==> src/rtl/mem_port_arbiter.sv <==
// mem_port_arbiter: round-robin arbiter for the shared memory port (AXI write, AXI read, peripheral)
module mem_port_arbiter #(
  parameter int ADDR_W = 32,
  parameter int DATA_W = 32
) (
  input  logic              clk_i,
  input  logic              rst_i,
  input  logic              wr_req_i,
  input  logic [ADDR_W-1:0] wr_addr_i,
  input  logic [DATA_W-1:0] wr_data_i,
  input  logic [DATA_W/8-1:0] wr_strb_i,
  output logic              wr_gnt_o,
  input  logic              rd_req_i,
  input  logic [ADDR_W-1:0] rd_addr_i,
  output logic              rd_gnt_o,
  output logic              rd_rvalid_o,
  output logic [DATA_W-1:0] rd_rdata_o,
  input  logic              p_req_i,
  input  logic              p_op_i,
  input  logic [ADDR_W-1:0] p_addr_i,
  input  logic [DATA_W-1:0] p_wdata_i,
  output logic              p_gnt_o,
  output logic              p_rvalid_o,
  output logic [DATA_W-1:0] p_rdata_o,
  output logic              mem_en_o,
  output logic              mem_we_o,
  output logic [ADDR_W-1:0] mem_addr_o,
  output logic [DATA_W-1:0] mem_wdata_o,
  output logic [DATA_W/8-1:0] mem_wstrb_o,
  input  logic [DATA_W-1:0] mem_rdata_i,
  output logic              busy_o
);
  localparam int SW = DATA_W / 8;
  typedef enum logic [1:0] {ARB, ACCESS, RDATA} state_t;
  state_t state, state_n;
  logic [2:0] req;
  logic [1:0] rr_ptr, c1, c2, win, idx;
  logic any, acc, we, n_we;
  logic [ADDR_W-1:0] addr, n_addr;
  logic [DATA_W-1:0] wdata, n_wdata;
  logic [SW-1:0] strb, n_strb;
  // Round-robin pick, winner's command fields, next state and gated port outputs
  always_comb begin
    req = {p_req_i, rd_req_i, wr_req_i};
    any = |req;
    c1 = (rr_ptr == 2'd2) ? 2'd0 : rr_ptr + 2'd1;
    c2 = (rr_ptr == 2'd0) ? 2'd2 : rr_ptr - 2'd1;
    win = req[rr_ptr] ? rr_ptr : req[c1] ? c1 : c2;
    n_we = (win == 2'd0) ? 1'b1 : (win == 2'd1) ? 1'b0 : p_op_i;
    n_addr = (win == 2'd0) ? wr_addr_i : (win == 2'd1) ? rd_addr_i : p_addr_i;
    n_wdata = (win == 2'd0) ? wr_data_i : (win == 2'd2) ? p_wdata_i : '0;
    n_strb = (win == 2'd0) ? wr_strb_i : (win == 2'd2 && p_op_i) ? '1 : '0;
    state_n = (state == ARB) ? (any ? ACCESS : ARB) : (state == ACCESS && !we) ? RDATA : ARB;
    acc = (state == ACCESS) && !rst_i;
    wr_gnt_o = acc && idx == 2'd0;
    rd_gnt_o = acc && idx == 2'd1;
    p_gnt_o = acc && idx == 2'd2;
    mem_en_o = acc;
    mem_we_o = acc && we;
    mem_wstrb_o = acc ? strb : '0;
    mem_addr_o = addr;
    mem_wdata_o = wdata;
    busy_o = state != ARB;
  end
  // State register and round-robin pointer; the pointer moves past whoever was just served
  always_ff @(posedge clk_i) begin
    if (rst_i) begin
      state <= ARB;
      rr_ptr <= 2'd0;
    end else begin
      state <= state_n;
      if (state == ACCESS) rr_ptr <= (idx == 2'd2) ? 2'd0 : idx + 2'd1;
    end
  end
  // Command register, loaded once per arbitration so later input changes cannot disturb the access
  always_ff @(posedge clk_i) begin
    if (rst_i) begin
      idx <= 2'd0;
      we <= 1'b0;
      addr <= '0;
      wdata <= '0;
      strb <= '0;
    end else if (state == ARB && any) begin
      idx <= win;
      we <= n_we;
      addr <= n_addr;
      wdata <= n_wdata;
      strb <= n_strb;
    end
  end
  // Read return: capture memory data in RDATA and flag it valid for the following cycle
  always_ff @(posedge clk_i) begin
    if (rst_i) begin
      rd_rvalid_o <= 1'b0;
      p_rvalid_o <= 1'b0;
      rd_rdata_o <= '0;
      p_rdata_o <= '0;
    end else begin
      rd_rvalid_o <= state == RDATA && idx == 2'd1;
      p_rvalid_o <= state == RDATA && idx == 2'd2;
      if (state == RDATA && idx == 2'd1) rd_rdata_o <= mem_rdata_i;
      if (state == RDATA && idx == 2'd2) p_rdata_o <= mem_rdata_i;
    end
  end
endmodule

==> config.mk <==
export PLATFORM = sky130hd
export DESIGN_NAME = mem_port_arbiter
export DESIGN_NICKNAME = d
export VERILOG_FILES = /design/src/rtl/mem_port_arbiter.sv
export SDC_FILE = /design/constraint.sdc
export NUM_CORES = 1
export LEC_CHECK = 0
export ABC_AREA = 1
export BUFFER_PORTS_ARGS = -buffer_cell sky130_fd_sc_hd__buf_2
export CAP_MARGIN = 20
export CELL_PAD_IN_SITES_DETAIL_PLACEMENT = 1
export CELL_PAD_IN_SITES_GLOBAL_PLACEMENT = 2
export CORE_ASPECT_RATIO = 1.4
export CORE_MARGIN = 2
export CORE_UTILIZATION = 22
export CTS_CLUSTER_SIZE = 20
export DETAILED_ROUTE_END_ITERATION = 10
export HOLD_SLACK_MARGIN = 0.02
export PLACE_DENSITY_LB_ADDON = 0.1
export REMOVE_ABC_BUFFERS = 1
export SETUP_SLACK_MARGIN = 0.5
export SLEW_MARGIN = 20
export SYNTH_ARGS = -nofsm -noshare
export SYNTH_HDL_FRONTEND = slang
export SYNTH_SLANG_ARGS = --single-unit
==> constraint.sdc <==
create_clock -name clk_i -period 2.6 [get_ports clk_i]
set_clock_uncertainty 0.15 [all_clocks]
set_input_delay 0.52 -clock clk_i [delete_from_list [all_inputs] [get_ports clk_i]]
set_output_delay 0.52 -clock clk_i [all_outputs]
set_load 0.02 [all_outputs]
## Word level (Yosys, flattened, before mapping)

Cells that the tools add are included.

| cells by class | value |
|---|---|
| add/sub/neg operators | 3 |
| order comparisons | 2 |
| equal/unequal tests | 7 |
| mux-type cells | 21 |
| reduce and logical (&&, ||, !) cells | 18 |

Operators with widths:

| kind | count |
|---|---|
| 2-to-1 mux 32 bit | 4 |
| 2-to-1 mux 2 bit | 7 |
| 2-to-1 mux 4 bit | 3 |
| logical AND 1 bit | 10 |
| == test 2 bit (second input constant) | 4 |
| zero test 2 bit | 4 |
| == test 2 x 1 -> 1 bit (second input constant) | 3 |
| < comparator 2 x 3 -> 1 bit (second input constant) | 2 |
| 2-to-1 mux 1 bit | 5 |
| adder 2 x 1 -> 2 bit (second input constant) | 2 |
| binary-select mux 1 bit (select 2 bit) | 2 |
| OR reduction 3 bit | 1 |
| zero test 1 bit | 2 |
| nonzero test 2 bit | 1 |
| subtractor 2 x 1 -> 2 bit (second input constant) | 1 |

| storage, ports and cells | value |
|---|---|
| register bits after elaboration | 141 |
| bits of input ports | 202 |
| output and inout bits | 140 |
| logic and storage cells | 62 |

## Longest topological paths before layout

Gate-level depths: netlist of run 1.

| depth | value |
|---|---|
| depth after elaboration | 10 |
| depth in mapped cells | 16 |
| gate-level depth less buffers | 15 |

## Worst setup path after synthesis of run 1

No wires, ideal clock.

| timing path | value |
|---|---|
| path kind | input -> output |
| start point | input port rst_i |
| end point | output port mem_we_o |
| arrival | 1451 ps |
| path slack | 479 ps |
| cell stages on the path | 4 |
| path buffers | 1 |
| cells stage by stage | nor2_1 -> inv_1 -> clkbuf_1 -> nor2_1 |

| on the way | value |
|---|---|
| cells in the longest elaborated chain, start to end | 3 |

RTL lines:

| element | RTL line | RTL |
|---|---|---|
| from (decl) | 7 | `input logic rst_i,` |
| zero test 1 bit | 54 | `acc = (state == ACCESS) && !rst_i;` |
| logical AND 1 bit | 54 |  |
| logical AND 1 bit | 59 | `mem_we_o = acc && we;` |
| to (decl) | 26 | `output logic mem_we_o,` |

No other way between the ends.

## Worst setup path after layout of run 1

| timing path | value |
|---|---|
| start point | register state[0] |
| end point | output port p_gnt_o |

| on the way | value |
|---|---|
| cells in the longest elaborated chain, start to end | 3 |

RTL lines:

| element | RTL line | RTL |
|---|---|---|
| from (decl) | 35 | `state_t state, state_n;` |
| from (signal assigned) | 71 | `state <= state_n;` |
| == test 2 x 1 -> 1 bit | 54 |  |
| logical AND 1 bit | 54 |  |
| logical AND 1 bit | 57 | `p_gnt_o = acc && idx == 2'd2;` |
| to (decl) | 22 | `output logic p_gnt_o,` |

No other way between the ends.

==> impl_results.md, run 1 <==
- CP Cell Sequence: inv_1 -> nor2_2 -> inv_2 -> nor2_4 -> inv_6 -> nor3_2 -> buf_4
- Internal: between 5 and 6 mW
- Power Dens Cells: approximately 790 nW/um^2
- Layout area overhead: 59.1%
- Global-route wire length before repair: 40000 um
- Worst-path maximum fanout: 10
- Drt pass-1 iters: 4
- DR vias: ~7400
- Crit path launch type: register
- DP Wirelength: 18500 um
- Input/output buffers: 341
- Final instance area: slightly above 10000 sq um
- Initial antenna violation count: 8
- Final worst-path cycle share: roughly four fifths
- Max-Cap Viols: 0
- HP Start: mem_rdata_i[22]
- 1st-iter DRT viols: 202
- Largest cells by area after synthesis: dfxtp_1 44%, nand2_1 14%, nor2_1 12%, o21ai_0 6.5%, inv_1 5.7%
- CTS tree: yes
- CP Capture Type: output port
- Grt total ovfl: 0
- Placed instance area: approximately 8500 sq um
- Post-synth top area cell: dfxtp_1
- Total GRT Usage: 16.9%
- Chip Width: 149 um
- Clock transition at path regs: about 60 ps
- Max Root-Sink Buffers: 2
- Met1 Routed Length: between 10000 and 15000 um
- Hold Buf Count CTS: 0
- Vias in the first global route: 7460
- Worst r2r src: rr_ptr[0]$_SDFFE_PP0N_
- CP required: 1930 ps
- Synth Register Bits: 141
- Met3 WL post-DR: 1750 um
- Io pins: between 300 and 400
- Leak pwr: 5.31 nW
- CP max stage delay: 320 ps
- RSZ-0062 raised after global routing: yes
- Hold Path Class: in -> reg
- Sequential Power Share: a little under a third
- CTS Buf Count: 17
- Worst-margin pin slew: a little under 1000 ps
- Fmax: around 0.48 GHz
- Placer Congestion: 0.770
- Switching Power: about 2.9 mW
- Final setup vio count: 0
- Core box area: 29000 sq um
- Buf/Inv on CP: 4
- Sequential share of the synthesized area: 43.9%
- CTS Root Cell: clkbuf_16
- Yosys warns: 0
- Layout cells sized above 1: about two fifths
- Die ar.: between 30000 and 40000 sq um
- Routed met2 length: approximately 14000 um
- Total clock sinks: 141
- Initial core utilization: 22.2%
- Clock period minus final worst setup slack: 2100 ps
- Die Span Y: ~210 um
- Yosys top cell area share: 43.9%
- Final hold violation count: 0
- DRC: 0
- Highest metal used: met5
- Routed WL: about 28000 um
- Clk pwr share: around 31%
- Combinational power share: 37.7%
- TNS Setup: 0 ps
- Avg Cell Area, Syn: between 6 and 7 sq um
- Kind of critical path: reg -> out
- Max Transition Viols Final: 0
- Worst vdd ir: between 0.4 and 0.5 mV
- Slew headroom: 35.0%
- Post-route ant nets: 0
- Largest net degree at the start of global routing: between 70 and 80
- Routed length per instance: ~16 um
- Nets: 1536
- Tot Pwr: approximately 8 mW
- Vias/cell: around 4.3
- CP arrival: about 1400 ps
- H-tree depth: 4
- Cell family with most CP delay: buffers and inverters
- Net switching fraction of the power: 36.2%
- Row Count: 74
- Outcome: finished, final reports clean
- Worst-skew pair later-pin latency: 420 ps
- Post-Syn Instances: between 900 and 1000
- CP max-delay cell: dfxtp_2
- Synth cell types: 26
- Critical Path Start: state[0]$_SDFF_PP0_
- Post-Syn Area: approximately 6400 sq um
[cell usage in the layout, fill, tap and decap left out, types with 2 or more instances in the layout]
cell type and n:
buf_4 21, nand3_2 22, nand3_1 16, buf_8 2, o21ai_1 23, nand2_1 213
buf_6 6, inv_1 92, clkbuf_8 3, clkbuf_16 24, clkinvlp_4 2, buf_2 332
ha_4 2, o21ai_2 5, o22ai_1 2, bufinv_16 2, dfxtp_1 138, inv_6 7
buf_12 13, nor2_4 9, dfxtp_4 2, nor2_2 6, nor2_1 200, a21oi_2 42
diode_2 4, buf_16 3, nand2_4 19, o21ai_0 75, nand2_2 14, a21oi_1 29
inv_2 7, clkinv_2 2
[power groups by stage]
| stage | Sequential [mW] | Combinational [mW] | Clock [mW] |
|---|---|---|---|
| floorplan | 2.81 | 1.01 | 0 |
| global placement | 2.55 | 2.20 | 0 |
| detailed placement | 2.56 | 2.22 | 0 |
| CTS | 2.51 | 2.49 | 2.62 |
| global route | 2.54 | 3.34 | 2.70 |
| finish | 2.51 | 3.04 | 2.52 |
[cell families (layout without fill, tap and decap cells)]
family / after synthesis / count (layout) / share of synthesized area, %
buffers and inverters: 166 / 521 / 10.9
AO/OA/AOI/OAI: 179 / 179 / 14.2
flip-flops: 141 / 141 / 43.9
AND/OR/NAND/NOR: 500 / 500 / 30.5
adder cells (fa/ha/maj): 3 / 3 / 0.583
other: 0 / 4 / 0
[Yosys cell counts]
master	number
o21ai_1	19
a31oi_2	1
buf_2	13
inv_2	6
clkbuf_1	34
nand2_1	241
a21oi_2	1
buf_8	1
ha_1	3
clkinv_1	1
nor2_1	213
o22ai_1	2
buf_1	5
o211ai_1	1
dfxtp_1	141
nand3_2	1
buf_4	3
o21ai_0	84
nor3_1	1
nand2_2	4
nand2_4	1
a21oi_1	71
nor2_4	2
nand3_1	37
inv_1	98
buf_6	5
[metal layers]
metal  track usage, %  vias to the layer above
li1                 -                     3751
met1             18.5                     3430
met2             30.5                      211
met3             5.56                       34
met4             5.99                        8
met5                0                        -
[cell type report]
type,count,area (sq um)
diodes,4,10.0
clock buffers,21,470
clock inverters,11,129
fillers,3676,18700
inverters,105,419
multi-input cells,682,3470
flip-flops and latches,141,2830
well taps,380,475
repair buffers,384,2430
[path summary, 6_finish.rpt]
| kind | endpoint | slack [ps] | depth (start not counted) |
|---|---|---|---|
| worst max-delay path | p_gnt_o | 500 | 7 |
| worst min-delay path | p_rdata_o[22]$_SDFFE_PP0P_ | 210 | 3 |
| worst max register to register | mem_wdata_o[25]$_SDFFE_PP0P_ | 510 | 16 |
| worst min register to register | mem_addr_o[26]$_SDFFE_PP0P_ | 310 | 2 |
[flip-flops by register name, indices dropped and copies added, names as in the netlist, 2 cells and up]
name,cells
mem_wdata_o,32
strb,4
mem_addr_o,32
rd_rdata_o,32
idx,2
p_rdata_o,32
rr_ptr,2
state,2
[stage by stage]
step | worst slack, ps | hold WS [ps] | util [%] | instances
floorplan | -1130 | 263 | - | 928
global placement | 374 | 297 | 29.5 | 1667
detailed placement | 329 | 297 | 29.5 | 1667
CTS | 451 | 186 | 32.4 | 1709
global route | 364 | 212 | 35.3 | 1728
finish | 495 | 208 | 35.3 | 1728
[tightest hold or removal path, stage by stage]
cell and delay, ps:
buf_2 80, o21ai_0 70, nor2_1 70
[repair_timing]
item	4_1_cts	5_1_grt
buffers inserted	7	6
resized for setup	37	164
setup endpoints to repair	77	78
pin swaps	1	78
cloned	3	9
Note: power is estimated with default switching activity, not from simulation.
==> inputs of run 2 (changes only) <==
Settings changed: ABC_AREA 1 to 0, CORE_UTILIZATION 22 to 23.
Clock period 2.6 ns to 2 ns, I/O delays scaled along.
==> run 2 against run 1 <==
- largest power group unchanged
- largest cell class unchanged
- sequential power up 33%
- final cell count down 6.8%
- setup slack worse by 920 ps
- die area down 5.0%
- the run now ends with negative setup slack left
==> impl_results.md, run 2 <==
- Clock period minus final worst setup slack: about 2400 ps
- Crit path launch type: register
- DP Wirelength: 20500 um (+11%)
- Fmax: slightly above 0.4 GHz
- Post-Syn Instances: 814 (-18%)
- Asr flop ratio synth: 0% (unchanged)
- DR vias: 7823 (+5.2%)
- Violated checks: negative setup slack
- Count leader, synth: nand2_1
- Synth Register Bits: 141 (unchanged)
- CP max-delay cell: dfxtp_2
- Commonest cells post-synth: 165 x nand2_1, 141 x dfxtp_1, 83 x nor2_1
- CP required: 2140 ps (+210 ps)
- Placed cells: 1521 (-8.8%)
- CP Capture Type: register
- Worst vdd ir: 0.569 mV (+34%)
- EDFF count, synth: 0 (unchanged)
- Total clock sinks: 141 (unchanged)
- Global-route met1 utilization: 23.4% (+5.0 points)
- CP Cell Sequence: buf_6 -> ha_4 -> buf_6 -> mux2i_4 -> nand2_4 -> buf_4 -> buf_6 -> nand2_4 -> o31ai_4 -> buf_12 -> clkbuf_16 -> a221oi_2 -> nor3_1
- Io pins: 342 (unchanged)
- Input/output buffers: 341 (unchanged)
- Die ar.: 29100 sq um (-5.0%)
- Buf/Inv on CP: 6 (+2)
- Drt pass-1 iters: 4 (unchanged)
- Initial antenna violation count: 7 (-1)
- Synth cell types: 40 (+54%)
- Final hold violation count: 0 (unchanged)
- Slew headroom: 67.6% (+33 points)
- CTS Buf Count: 17 (unchanged)
- Post-Place Setup Slack: -555 ps (-883 ps)
- Layout cells sized above 1: 58.4% (+17 points)
- Kind of critical path: reg -> reg
- Leak pwr: 5.33 nW (+0.49%)
- Routed length per instance: 20.8 um (+30%)
- Clock transition at path regs: 60 ps (about the same)
- Yosys warns: 0 (unchanged)
- Final worst-path cycle share: 121%
- TNS Setup: -24720 ps (-24720 ps)
- Grt total ovfl: 0 (unchanged)
- CP arrival: 2560 ps (+1130 ps)
- Placer Congestion: 0.733 (-4.9%)
- Most Crowded Layer GR: met2
- Largest cells by area after synthesis: dfxtp_1 44%, nand2_1 9.7%, a21oi_1 5.5%, nor2_1 4.9%, a2111oi_0 4.4%
- Die Span Y: 201 um (-2.6%)
- Outcome: complete, but fails checks
- CTS Root Cell: clkbuf_16
- Hold Path Class: in -> reg
- Post-synth top area cell: dfxtp_1
- CP max stage delay: 350 ps (+30 ps)
- Max Root-Sink Buffers: 2 (unchanged)
- Vias/cell: 4.86 (+13%)
- CTS tree: yes
- Worst-skew pair later-pin latency: 420 ps (about the same)
- Chip Width: 145 um (-2.5%)
- Nets: 1430 (-6.9%)
- DRC: 0 (unchanged)
- Post-route ant nets: 0 (unchanged)
- Worst setup margin: -421 ps (-917 ps)
- Grt met2 use: 38.6% (+8.1 points)
- Vias in the first global route: 8317 (+11%)
- Core box area: 27500 sq um (-5.2%)
- Largest net degree at the start of global routing: 96 (+30%)
- Tot Pwr: 11.6 mW (+44%)
- Cell repeated most along the worst path: buf_6
- Avg Cell Area, Syn: 7.84 sq um (+20%)
- Post-Syn Area: 6380 sq um (-0.86%)
- H-tree depth: 4 (unchanged)
- Worst-path maximum fanout: 8 (-2)
- Layout area overhead: 96.2%
- Fin Hold WS: 58.9 ps (-150 ps)
- Yosys top cell area share: 44.2% (+0.38 points)
- Hold Buf Count CTS: 0 (unchanged)
- RSZ-0062 raised after global routing: yes
- Commonest non-fill, non-tap cell in the layout: buf_2
- Max Transition Viols Final: 0 (unchanged)
- Cell family with most CP delay: buffers and inverters
- Max-Cap Viols: 0 (unchanged)
- Final setup vio count: 70 (+70)
- 1st-iter DRT viols: 264 (+31%)
- Finished Layout Cells: 1610 (-6.8%)
- FILL cells: 3175 (-14%)
- Most frequent cells in the layout: 209 x buf_2, 163 x nand2_1, 126 x buf_4
- Sequential share of the synthesized area: 44.2% (+0.38 points)
- Top FF cell, synth: dfxtp_1
- Row Count: 72 (-2.7%)
- Power Dens Cells: 929 nW/um^2 (+18%)
- Routed WL: 33400 um (+21%)
- Met3 usage: 6.27% (+0.71 points)
- Initial core utilization: 23.2% (+1.0 points)
- Worst-margin pin slew: 486 ps (-489 ps)
- Total GRT Usage: 21.3% (+4.4 points)
- Global-route wire length before repair: 47500 um (+19%)
## run 2: cell count changes in the layout (fill, tap and decap cells not counted), sizes merged, moves of 32 or more
cell     previous run  this run
a2111oi             0        32
a221oi              0        32
a32oi               0        32
and2                0        37
and3                0        33
buf               377       455
inv               108         7
nand2             246       165
nand3              38         4
nor2              215        85
nor3                1        43
o21ai             103        35
## run 2: final cells by class
type / count / area [sq um] / area share [%]
inverter: 5 / 26.3 / 0.210
timing repair buffer: 464 / 4020 / 32.1
antenna: 2 / 5.00 / 0.0400
multi-input combinational: 596 / 4470 / 35.7
sequential: 141 / 2920 / 23.3
tap: 370 / 463 / 3.70
clock buffer: 19 / 443 / 3.54
clock inverter: 13 / 163 / 1.30
## run 2: metal layers
layer	wire length, um	vias to the layer above
li1	-	3743
met1	12900	3768
met2	17600	264
met3	2240	42
met4	646	6
met5	41	-
## run 2: cell families after synthesis
family,count (synthesis),synth area share (%)
AO/OA/AOI/OAI,214,23.4
adder cells (fa/ha/maj),3,0.588
buffers and inverters,77,4.98
flip-flops,141,44.2
multiplexers,1,0.157
AND/OR/NAND/NOR,378,26.7
## run 2: repair_timing
action | CTS | global route
cloned | 10 | 10
pin swaps | 55 | 47
setup buffers | 23 | 12
endpoints found under the setup margin | 155 | 201
resized for setup | 303 | 230
## run 2: where the power goes
part	internal, mW	switching, mW
Combinational	2.49	2.44
Clock	2.00	1.36
Sequential	3.15	0.202
Total	7.63	4.00
## run 2: worst paths after layout
path	from	end	slack (ps)	cells past startpoint
setup / recovery	rr_ptr[0]$_SDFFE_PP0N_	mem_wdata_o[31]$_SDFFE_PP0P_	-420	13
hold / removal	mem_rdata_i[29]	rd_rdata_o[29]$_SDFFE_PP0P_	60	3
setup reg to reg	rr_ptr[0]$_SDFFE_PP0N_	mem_wdata_o[31]$_SDFFE_PP0P_	-420	13
hold reg to reg	rd_rdata_o[4]$_SDFFE_PP0P_	rd_rdata_o[4]$_SDFFE_PP0P_	300	2
## run 2: worst register-to-register path, cell delays in order, from the launching register on
cell	delay [ps]
dfxtp_2	350
buf_6	110
ha_4	160
buf_6	110
mux2i_4	250
nand2_4	100
buf_4	150
buf_6	110
nand2_4	60
o31ai_4	80
buf_12	160
clkbuf_16	180
a221oi_2	260
nor3_1	80
## run 2: through the flow
stage | cell area, sq um | utilization, %
2_1_floorplan | 6080 | -
3_3_place_gp | 9020 | 32.8
3_5_place_dp | 9030 | 32.9
4_1_cts | 11300 | 41.2
5_1_grt | 12500 | 45.5
6_report | 12500 | 45.5
